==> config.mk <==
export PLATFORM = sky130hd
export DESIGN_NAME = duck_sprite_indexer_flat
export DESIGN_NICKNAME = d
export VERILOG_FILES = /design/src/rtl/duck_sprite_indexer_pkg.sv /design/src/rtl/duck_sprite_indexer_if.sv /design/src/rtl/duck_pixel_pipe.sv /design/src/rtl/duck_sprite_indexer.sv /design/src/flat_wrapper.sv
export SDC_FILE = /design/constraint.sdc
export NUM_CORES = 1
export LEC_CHECK = 0
export CORE_MARGIN = 4
export CORE_UTILIZATION = 52
export CTS_CLUSTER_DIAMETER = 120
export DETAILED_ROUTE_END_ITERATION = 12
export HOLD_SLACK_MARGIN = 0.02
export PLACE_DENSITY = 0.85
export SLEW_MARGIN = 40
export SYNTH_ARGS = -nofsm -noshare
export SYNTH_HDL_FRONTEND = slang
export SYNTH_SLANG_ARGS = --single-unit
==> constraint.sdc <==
create_clock -name Clk -period 2.9 [get_ports Clk]
set_input_delay 0.435 -clock Clk [delete_from_list [all_inputs] [get_ports Clk]]
set_output_delay 0.435 -clock Clk [all_outputs]
set_load 0.05 [all_outputs]
==> src/rtl/duck_sprite_indexer_pkg.sv <==
// rtl/duck_sprite_indexer_pkg.sv - shared types and geometry constants for the duck sprite indexer
package duck_pkg;

  typedef enum logic [1:0] {
    IDLE = 2'd0,
    FLY  = 2'd1,
    HIT  = 2'd2,
    FALL = 2'd3
  } duck_state_t;

  localparam int SPRITE_W   = 32;
  localparam int SPRITE_H   = 32;
  localparam int NUM_FRAMES = 3;
  localparam int SCREEN_W   = 640;
  localparam int SCREEN_H   = 480;

  // ROM holds every flying frame plus one hit/fall pose after them
  localparam int ADDR_W  = $clog2((NUM_FRAMES + 1) * SPRITE_W * SPRITE_H);
  localparam int FRAME_W = $clog2(NUM_FRAMES + 1);

  localparam logic [3:0] TRANSPARENT = 4'h0;

endpackage

==> src/rtl/duck_sprite_indexer_if.sv <==
// rtl/duck_sprite_indexer_if.sv - per-pixel bus between VGA scan, sprite ROM and palette
interface duck_sprite_indexer_if;
  import duck_pkg::*;

  logic [9:0]        draw_x;
  logic [9:0]        draw_y;
  logic [ADDR_W-1:0] rom_addr;
  logic [3:0]        rom_q;
  logic [3:0]        palette_index;
  logic              pixel_on;

  // scan/ROM side: supplies the pixel coordinate and ROM data
  modport master (
    output draw_x, draw_y, rom_q,
    input  rom_addr, palette_index, pixel_on
  );

  // indexer side: turns coordinates into ROM address and palette index
  modport slave (
    input  draw_x, draw_y, rom_q,
    output rom_addr, palette_index, pixel_on
  );

endinterface

==> src/rtl/duck_pixel_pipe.sv <==
// rtl/duck_pixel_pipe.sv - two-stage pixel path: box test, mirror, ROM address, palette output
module duck_pixel_pipe
  import duck_pkg::*;
(
  input  logic                  Clk,
  input  logic                  Reset_n,
  input  duck_state_t           state,
  input  logic [9:0]            duck_x,
  input  logic [9:0]            duck_y,
  input  logic                  dir,
  input  logic [FRAME_W-1:0]    frame,
  duck_sprite_indexer_if.slave  pix
);

  localparam int XB = $clog2(SPRITE_W);
  localparam int YB = $clog2(SPRITE_H);

  logic [9:0]        dx;
  logic [9:0]        dy;
  logic              in_box;
  logic [XB-1:0]     dx_m;
  logic [ADDR_W-1:0] addr_c;
  logic              in_box_d;

  // c0: sprite-relative offsets; a pixel left/above the duck wraps large and falls outside the box
  always_comb begin
    dx     = pix.draw_x - duck_x;
    dy     = pix.draw_y - duck_y;
    in_box = (dx < 10'(SPRITE_W)) && (dy < 10'(SPRITE_H)) && (state != IDLE);
    dx_m   = dir ? dx[XB-1:0] : XB'(SPRITE_W - 1) - dx[XB-1:0];
    addr_c = '0;
    if (in_box) begin
      addr_c = ADDR_W'(frame) * ADDR_W'(SPRITE_W * SPRITE_H)
             + ADDR_W'(dy[YB-1:0]) * ADDR_W'(SPRITE_W)
             + ADDR_W'(dx_m);
    end
  end

  // c1: register ROM address and carry the box flag alongside the ROM read
  always_ff @(posedge Clk or negedge Reset_n) begin
    if (!Reset_n) begin
      pix.rom_addr <= '0;
      in_box_d     <= 1'b0;
    end else begin
      pix.rom_addr <= addr_c;
      in_box_d     <= in_box;
    end
  end

  // c2: gate ROM data with the delayed box flag; index 0 is see-through
  always_ff @(posedge Clk or negedge Reset_n) begin
    if (!Reset_n) begin
      pix.palette_index <= TRANSPARENT;
      pix.pixel_on      <= 1'b0;
    end else begin
      pix.palette_index <= in_box_d ? pix.rom_q : TRANSPARENT;
      pix.pixel_on      <= in_box_d && (pix.rom_q != TRANSPARENT);
    end
  end

endmodule

==> src/rtl/duck_sprite_indexer.sv <==
// rtl/duck_sprite_indexer.sv - duck motion FSM, animation and hit hold, feeding the pixel pipe
module duck_sprite_indexer
  import duck_pkg::*;
#(
  parameter int TICKS_PER_FRAME = 6,
  parameter int SPEED           = 2,
  parameter int FALL_SPEED      = 3,
  parameter int HIT_HOLD        = 30
) (
  input  logic                 Clk,
  input  logic                 Reset_n,
  input  logic                 frame_tick,
  input  logic                 spawn,
  input  logic [9:0]           spawn_x,
  input  logic [9:0]           spawn_y,
  input  logic                 spawn_dir,
  input  logic                 shot,
  duck_sprite_indexer_if.slave pix,
  output logic [9:0]           duck_x,
  output logic [9:0]           duck_y,
  output logic [1:0]           duck_state,
  output logic                 escaped,
  output logic                 fallen
);

  localparam int ANIM_W = $clog2(TICKS_PER_FRAME);
  localparam int HOLD_W = $clog2(HIT_HOLD + 1);

  duck_state_t          state;
  logic                 dir;
  logic [ANIM_W-1:0]    anim_cnt;
  logic [FRAME_W-1:0]   frame;
  logic [HOLD_W-1:0]    hold;
  logic [10:0]          x_right;
  logic                 exit_fly;
  logic                 land;
  logic [FRAME_W-1:0]   pipe_frame;

  // edge tests use the current position, so an exiting duck is not moved on that tick
  always_comb begin
    x_right    = {1'b0, duck_x} + 11'(SPRITE_W + SPEED);
    exit_fly   = (duck_y < 10'(SPEED))
              || (!dir && (duck_x < 10'(SPEED)))
              || (dir && (x_right > 11'(SCREEN_W)));
    land       = ({1'b0, duck_y} + 11'(SPRITE_H + FALL_SPEED)) >= 11'(SCREEN_H);
    pipe_frame = ((state == HIT) || (state == FALL)) ? FRAME_W'(NUM_FRAMES) : frame;
  end

  // motion/animation FSM; everything visible moves only on frame_tick
  always_ff @(posedge Clk or negedge Reset_n) begin
    if (!Reset_n) begin
      state    <= IDLE;
      duck_x   <= '0;
      duck_y   <= '0;
      dir      <= 1'b0;
      anim_cnt <= '0;
      frame    <= '0;
      hold     <= '0;
      escaped  <= 1'b0;
      fallen   <= 1'b0;
    end else begin
      escaped <= 1'b0;
      fallen  <= 1'b0;
      case (state)
        IDLE: begin
          if (spawn) begin
            duck_x   <= spawn_x;
            duck_y   <= spawn_y;
            dir      <= spawn_dir;
            anim_cnt <= '0;
            frame    <= '0;
            state    <= FLY;
          end
        end
        FLY: begin
          if (shot) begin
            hold  <= HOLD_W'(HIT_HOLD);
            state <= HIT;
          end else if (frame_tick) begin
            if (exit_fly) begin
              escaped <= 1'b1;
              state   <= IDLE;
            end else begin
              duck_x <= dir ? duck_x + 10'(SPEED) : duck_x - 10'(SPEED);
              duck_y <= duck_y - 10'(SPEED);
              if (anim_cnt == ANIM_W'(TICKS_PER_FRAME - 1)) begin
                anim_cnt <= '0;
                frame    <= (frame == FRAME_W'(NUM_FRAMES - 1)) ? '0 : frame + FRAME_W'(1);
              end else begin
                anim_cnt <= anim_cnt + ANIM_W'(1);
              end
            end
          end
        end
        HIT: begin
          if (frame_tick) begin
            hold <= hold - HOLD_W'(1);
            if (hold <= HOLD_W'(1)) state <= FALL;
          end
        end
        FALL: begin
          if (frame_tick) begin
            if (land) begin
              duck_y <= 10'(SCREEN_H - SPRITE_H);
              fallen <= 1'b1;
              state  <= IDLE;
            end else begin
              duck_y <= duck_y + 10'(FALL_SPEED);
            end
          end
        end
        default: state <= IDLE;
      endcase
    end
  end

  assign duck_state = state;

  duck_pixel_pipe u_pipe (
    .Clk     (Clk),
    .Reset_n (Reset_n),
    .state   (state),
    .duck_x  (duck_x),
    .duck_y  (duck_y),
    .dir     (dir),
    .frame   (pipe_frame),
    .pix     (pix)
  );

endmodule

==> src/flat_wrapper.sv <==
// flat-port wrapper written by rule: the top's interface ports become plain ports
module duck_sprite_indexer_flat import duck_pkg::*;
#(
  parameter int TICKS_PER_FRAME = 6,
  parameter int SPEED           = 2,
  parameter int FALL_SPEED      = 3,
  parameter int HIT_HOLD        = 30
)
  (Clk, Reset_n, frame_tick, spawn, spawn_x, spawn_y, spawn_dir, shot, duck_x, duck_y, duck_state, escaped, fallen, pix_draw_x, pix_draw_y, pix_rom_q, pix_rom_addr, pix_palette_index, pix_pixel_on);
  duck_sprite_indexer_if pix_i ();
  input  logic Clk;
  input  logic Reset_n;
  input  logic frame_tick;
  input  logic spawn;
  input  logic [9:0] spawn_x;
  input  logic [9:0] spawn_y;
  input  logic spawn_dir;
  input  logic shot;
  output logic [9:0] duck_x;
  output logic [9:0] duck_y;
  output logic [1:0] duck_state;
  output logic escaped;
  output logic fallen;
  input wire logic [$bits(pix_i.draw_x)-1:0] pix_draw_x;
  input wire logic [$bits(pix_i.draw_y)-1:0] pix_draw_y;
  input wire logic [$bits(pix_i.rom_q)-1:0] pix_rom_q;
  output wire logic [$bits(pix_i.rom_addr)-1:0] pix_rom_addr;
  output wire logic [$bits(pix_i.palette_index)-1:0] pix_palette_index;
  output wire logic [$bits(pix_i.pixel_on)-1:0] pix_pixel_on;
  assign pix_i.draw_x = pix_draw_x;
  assign pix_i.draw_y = pix_draw_y;
  assign pix_i.rom_q = pix_rom_q;
  assign pix_rom_addr = pix_i.rom_addr;
  assign pix_palette_index = pix_i.palette_index;
  assign pix_pixel_on = pix_i.pixel_on;
  duck_sprite_indexer #(.TICKS_PER_FRAME(TICKS_PER_FRAME), .SPEED(SPEED), .FALL_SPEED(FALL_SPEED), .HIT_HOLD(HIT_HOLD)) u_core (.Clk(Clk), .Reset_n(Reset_n), .frame_tick(frame_tick), .spawn(spawn), .spawn_x(spawn_x), .spawn_y(spawn_y), .spawn_dir(spawn_dir), .shot(shot), .pix(pix_i), .duck_x(duck_x), .duck_y(duck_y), .duck_state(duck_state), .escaped(escaped), .fallen(fallen));
endmodule
After elaboration in Yosys (flattened, before gate mapping)
Cells that the tools add are included.

Memory bits (writable): 0. Memory bits (read-only): 0. Bits in latches: 0. Input port bits: 50. Bits in registers: 53. Memories kept: 0. Word-level logic and storage cells: 121.

Order comparisons: 7. $mul: 0. Multiplexer cells: 49. Shift-type cells: 0. Bitwise gates (word level): 0. Add/subtract/negate cells: 14. Eq/ne operators: 17. Divide/modulo/power cells: 0. Reduce and logical (&&, ||, !) cells: 21.

Operators by type and width (count): $mux 10 (11); $mux 2 (15); $pmux 10 s3 (1); $add 10x6->11 const B (2); $add 10x2->10 const B (2); $lt 10x2->1 const B (2); $lt 10x6->1 const B (2); $pmux 10 s2 (1); $sub 10x10->10 (2); $sub 10x2->10 const B (2); $ne 2x2->1 const B (8); $mux 3 (5); $mux 5 (3); $add 12x10->12 (1); $add 12x5->12 (1); $mux 12 (1); $reduce_and 6->1 (2); $ge 11x9->1 const B (1); $gt 11x10->1 const B (1); $pmux 5 s2 (1); $pmux 2 s4 (1); $mux 1 (7); $reduce_and 7->1 (1); $eq 2x2->1 const B (3); other kinds (23) (32).

Depth between registers and ports, before layout
Depth in word-level cells: 8. Mapped depth: 11. Mapped depth without buffers: 10.

Hierarchy
Synthesis repeated with hierarchy kept, for this count alone.

Cell total of the unflattened synthesis: 553. Area, all modules: 4824.6 um^2.

By module, submodules not included: duck_sprite_indexer (area each 3072.9 um^2, sequential area each 875.8 um^2, cells an instance 363, times used 1); duck_pixel_pipe (area each 1751.7 um^2, sequential area each 450.4 um^2, cells an instance 190, times used 1).

Least setup slack after synthesis
Ideal clock, no wire load.

Kind: reg-to-reg. Start: register u_core.duck_x[1]. End: register u_core.duck_y[4]. Data required time: 2.771 ns. Stages on the path, launching flop included: 10. Path slack: -0.063 ns. Clock period less this slack: 2.963 ns. Setup time: 0.129 ns. Data arrival time: 2.834 ns. Cell sequence: dfrtp_1 > inv_2 > ha_1 > or4_1 > a311o_2 > a21oi_4 > a21boi_2 > buf_2 > a21oi_1 > o22ai_1.

Word-level cells in the longest chain between the ends: 6. Elaborated cells between the ends (all ways): 9. Classes of those cells: add/sub: 1; order compare: 2; eq/ne: 1; reduce/logical: 5.

RTL lines: from (decl) (line duck_sprite_indexer.sv:19) `output logic [9:0] duck_x,`; from (signal assigned) (line duck_sprite_indexer.sv:67) `duck_x <= spawn_x;`; from (signal assigned) (line duck_sprite_indexer.sv:84) `duck_x <= dir ? duck_x + 10'(SPEED) : duck_x - 10'(SPEED);`; $add 10x6->11 / $lt 10x2->1 (equally long branches) (line duck_sprite_indexer.sv:41, duck_sprite_indexer.sv:43); $gt 11x10->1 / $logic_and 1x1->1 (equally long branches) (line duck_sprite_indexer.sv:44, duck_sprite_indexer.sv:43); $logic_and 1x1->1 / $logic_or 1x1->1 (equally long branches) (line duck_sprite_indexer.sv:44, duck_sprite_indexer.sv:43); $logic_or 1x1->1 * (line duck_sprite_indexer.sv:44) `|| (dir && (x_right > 11'(SCREEN_W)));`; $ne 2x2->1 (no line) *; $reduce_and 6->1 (no line) *; to (signal assigned) (line duck_sprite_indexer.sv:68) `duck_y <= spawn_y;`; to (signal assigned) (line duck_sprite_indexer.sv:85) `duck_y <= duck_y - 10'(SPEED);`; to (signal assigned) (line duck_sprite_indexer.sv:104) `duck_y <= 10'(SCREEN_H - SPRITE_H);`; to (decl) (line duck_sprite_indexer.sv:20) `output logic [9:0] duck_y,`.

Every way passes the cells marked *; elsewhere a longest branch is shown, timed or not. A chain may end at the register's enable or synchronous reset.

Worst setup path after layout
Start: input port pix_draw_x[0]. End: register u_core.u_pipe.pix.rom_addr[10].

Word-level cells in the longest chain between the ends: 5. Elaborated cells between the ends (all ways): 8. Classes of those cells: add/sub: 3; order compare: 1; mux: 2; reduce/logical: 2.

RTL lines: from (decl) (line flat_wrapper.sv:24) `input wire logic [$bits(pix_i.draw_x)-1:0] pix_draw_x;`; $sub 10x10->10 * (line duck_pixel_pipe.sv:27) `dx = pix.draw_x - duck_x;`; $sub 5x5->5 / $lt 10x6->1 (equally long branches) (line duck_pixel_pipe.sv:30, duck_pixel_pipe.sv:29); $mux 5 / $logic_and 1x1->1 (equally long branches) (line duck_pixel_pipe.sv:30, duck_pixel_pipe.sv:29); $add 12x5->12 / $logic_and 1x1->1 (equally long branches) (line duck_pixel_pipe.sv:35, duck_pixel_pipe.sv:29); $mux 12 * (line duck_pixel_pipe.sv:32) `if (in_box) begin`; via u_core.u_pipe.addr_c[10] (line duck_pixel_pipe.sv:22) `logic [ADDR_W-1:0] addr_c;`; to (signal assigned) (line duck_pixel_pipe.sv:45) `pix.rom_addr <= addr_c;`; to (decl) (line duck_sprite_indexer_if.sv:21) `output rom_addr, palette_index, pixel_on`.

Mark *: on every way through the listed nets, which the timed path passes. The rest lies on a longest branch.

==> qor.log <==
qor: status.outcome complete, no violations
qor: yosys.number_of_enable_flip_flop_cells_after_synthesis 0
qor: grt.global_route.overflow_total 0
qor: placed_design.routabilityCongestion 0.941
qor: yosys.postSynthRegisterBits 53
qor: routing.count_of_antenna_violating_nets_left_after_detailed_routing 0
qor: routing.drt_pre_antenna_iters 5
qor: routing.dr_total_vias 4,243
qor: sta.timing.clock.skew 6.92 ps
qor: yosys.synthArstFlopShare 1.00
qor: sta.final_hold_viol_count 0
qor: routing.via_per_inst 6.10
qor: finish.nets 677
qor: yosys.ys_types 67
qor: finish.drive_above_1_share 0.0875
qor: grt.vias_in_the_first_global_route 4,001
qor: routing.detail_route.iter0.violations 242
qor: yosys.post-synth-top-area-cell dfrtp_1
qor: min_path.hold_class input port to async pin
qor: yosys.synth-main-ff-cell dfrtp_1
qor: sta.slew-limit-headroom 0.491
qor: floorplanning.die_w 98.0 um
qor: routing.total_routed_length 11,600 um
qor: floorplanning.start_util 0.539
qor: yosys.ys_seq_area_frac 0.315
qor: yosys.netlist_top_cells_area dfrtp_1 32%, ha_1 9.5%, o21ai_0 3.6%
qor: finish.top_library_cells_by_usage_in_the_layout_fill_and_taps_aside 89 x clkdlybuf4s50_1, 50 x dfrtp_1, 36 x inv_1
qor: setup_path.timing.critical_path.arrival 3020 ps
qor: clock_network.clockBufferDepth 2
qor: yosys.postSynthCellCount 494
qor: setup_path.worstReg2RegStart u_core.duck_x[2]
qor: clock_network.clkTransAtPathRegs 100 ps
qor: finish.flow.area_growth_from_synthesis 29.4%
qor: power_and_ir_drop.max-vdd-ir-drop 0.773 mV
qor: sta.holdWs 75.9 ps
qor: clock_network.total_clock_buffers_created_by_cts 5
qor: sta.final-max-slew-violation-count 0
qor: routing.detail_route.wl_per_cell 16.7 um
qor: sta.post-route-min-period 2830 ps
qor: setup_path.regToRegEndpoint u_core.duck_x[7]
qor: power_and_ir_drop.p_per_area 1100 nW/um^2
qor: setup_path.r2r_slack 90 ps
qor: floorplanning.fp.dieArea 9600 um^2
qor: sta.finalCritPeriodShare 0.977
qor: flow_run.maxCapViolations 0
qor: power_and_ir_drop.p_leak 0.00233 uW
qor: grt.first_pass_grt_wire_length 18,700 um
qor: finish.layout_commonest_cell clkdlybuf4s50_1
qor: sta.max_freq 353 MHz
qor: clock_network.clockRootBuffer clkbuf_8
qor: placed_design.placed_inst_area 5320 um^2
qor: yosys.synth.cell_area 4210 um^2
qor: clock_network.post_cts_hold_buffer_count 0
qor: yosys.yosysWarningCount 0
qor: setup_path.worst-endpoint-required 3080 ps
qor: routing.detailed_route_drc_error_count 0
qor: finish.final_area 5450 um^2
qor: sta.worst-slew-pin-transition 759 ps
qor: clock_network.clkSinkCount 53
qor: placed_design.buffer_ports.inserted 90
qor: yosys.synth_top_area_frac 0.315
qor: yosys.post_synth.cell_area_avg 8.52 um^2
qor: floorplanning.num_rows 32
qor: setup_path.cp-start-kind input port
qor: grt.grt_usage 0.231
qor: grt.initial_antenna_violation_count 0
qor: yosys.net_count_after_synthesis 578
qor: setup_path.critical_path_peak_fanout 13
qor: sta.setup_viol 0
qor: sta.grt_setup_unrepaired true
qor: clock_network.cts_tree yes
qor: floorplanning.die-height 98.0 um
qor: clock_network.clock_tree.htree_level_count 2
qor: floorplanning.floorplan.core_area 7810 um^2
qor: setup_path.worst_setup_path_end_kind register
qor: finish.num_antenna_cells 0
qor: clock_network.clk_latency 310 ps
qor: grt.pin_count_of_the_biggest_net_entering_global_routing 33
qor: placed_design.dpl.hpwl 9020 um
qor: floorplanning.io_pins 91
qor: setup_path.r2r_cells 9
qor: setup_path.crit_type input port to register
## Yosys cell counts, types with 5 or more instances
cell	number
a21o_1	11
a21oi_1	26
a22oi_1	8
and2_1	8
and3_1	8
buf_2	6
clkbuf_1	16
dfrtp_1	53
ha_1	32
inv_1	36
mux2i_1	9
nand2_1	32
nand3_1	16
nor2_1	35
nor2b_1	8
nor3_1	10
nor4_1	16
o211ai_1	6
o21ai_0	30
o21ai_1	11
o22ai_1	8
o32ai_1	5
or3_1	5
xnor2_1	15
xor2_1	8
## worst max-delay path, cell delays in order
cell             delay [ps]
clkdlybuf4s50_1         460
inv_1                    40
ha_1                    210
fa_1                    400
nor2b_1                 130
o21ai_0                 110
a21o_1                  210
nand3_1                  80
nor4b_1                 240
o2111ai_1               150
buf_4                   200
nor4_1                  360
## stage by stage
step	setup WS, ps	util	setup TNS [ps]	instances	power [uW]
after floorplan	147	-	0	494	4220
after global placement	-34.3	0.681	-283	687	5300
after detailed placement	-171	0.682	-1630	687	5430
after CTS	62.9	0.695	0	695	5940
after global routing	-48.8	0.698	-49.0	696	6450
final	66.2	0.698	0	696	6000
## power by group
part | leakage, uW | internal [uW] | switching [uW] | total, uW
Clock | 0.0000549 | 221 | 250 | 471
Combinational | 0.00160 | 1680 | 2540 | 4210
Sequential | 0.000671 | 947 | 368 | 1310
Total | 0.00233 | 2850 | 3150 | 6000
## worst max-delay path by stage
stage | end | slack (ps) | start | depth (start not counted)
2_1_floorplan | u_core.duck_y[4] | 150 | u_core.duck_x[1] | 9
3_3_place_gp | u_core.u_pipe.pix.rom_addr[0] | -30 | pix_draw_x[0] | 12
3_5_place_dp | u_core.u_pipe.pix.rom_addr[9] | -170 | pix_draw_x[0] | 12
4_1_cts | u_core.duck_x[7] | 60 | u_core.duck_x[2] | 9
5_1_grt | u_core.u_pipe.pix.rom_addr[4] | -50 | u_core.duck_y[1] | 10
6_report | u_core.u_pipe.pix.rom_addr[10] | 70 | pix_draw_x[0] | 12
## sequential cells by signal (all words and copies together) (netlist names), 2 cells and up, named ones only
name,flops
u_core.u_pipe.pix.rom_addr,12
u_core.duck_x,10
u_core.duck_y,10
u_core.hold,5
u_core.u_pipe.pix.palette_index,4
u_core.anim_cnt,3
u_core.frame,2
## layer usage
metal | vias up | wire length [um] | track usage | part of all wire
met5 | - | 0 | 0 | 0
met4 | 0 | 210 | 0.0650 | 0.018
met3 | 21 | 867 | 0.0343 | 0.075
met2 | 181 | 5760 | 0.393 | 0.50
met1 | 2012 | 4770 | 0.308 | 0.41
li1 | 2029 | - | - | -
## timing repair
item | in CTS | in global routing
buffers inserted | 0 | 1
gates resized for setup | 0 | 3
setup endpoints to repair | 0 | 17
## area by class of cell
cell class                 instances  area, um^2
fill                             649        2360
clock buffer                       7        96.3
timing repair buffer             114        1080
sequential                        53        1330
inverter                          37         139
clock inverter                     1        8.76
multi-input combinational        382        2670
tap                              102         128
## logic make-up (layout without fill, tap and decap cells)
logic type	Yosys count	count (layout)	share of synthesized area
multiplexers	11	11	0.0268
XOR/XNOR	23	23	0.0479
flip-flops	53	53	0.315
buffers and inverters	59	159	0.0544
AO/OA/AOI/OAI	156	156	0.256
AND/OR/NAND/NOR	158	158	0.195
adder cells (fa/ha/maj)	34	34	0.105
(Power assumes the default switching activity.)
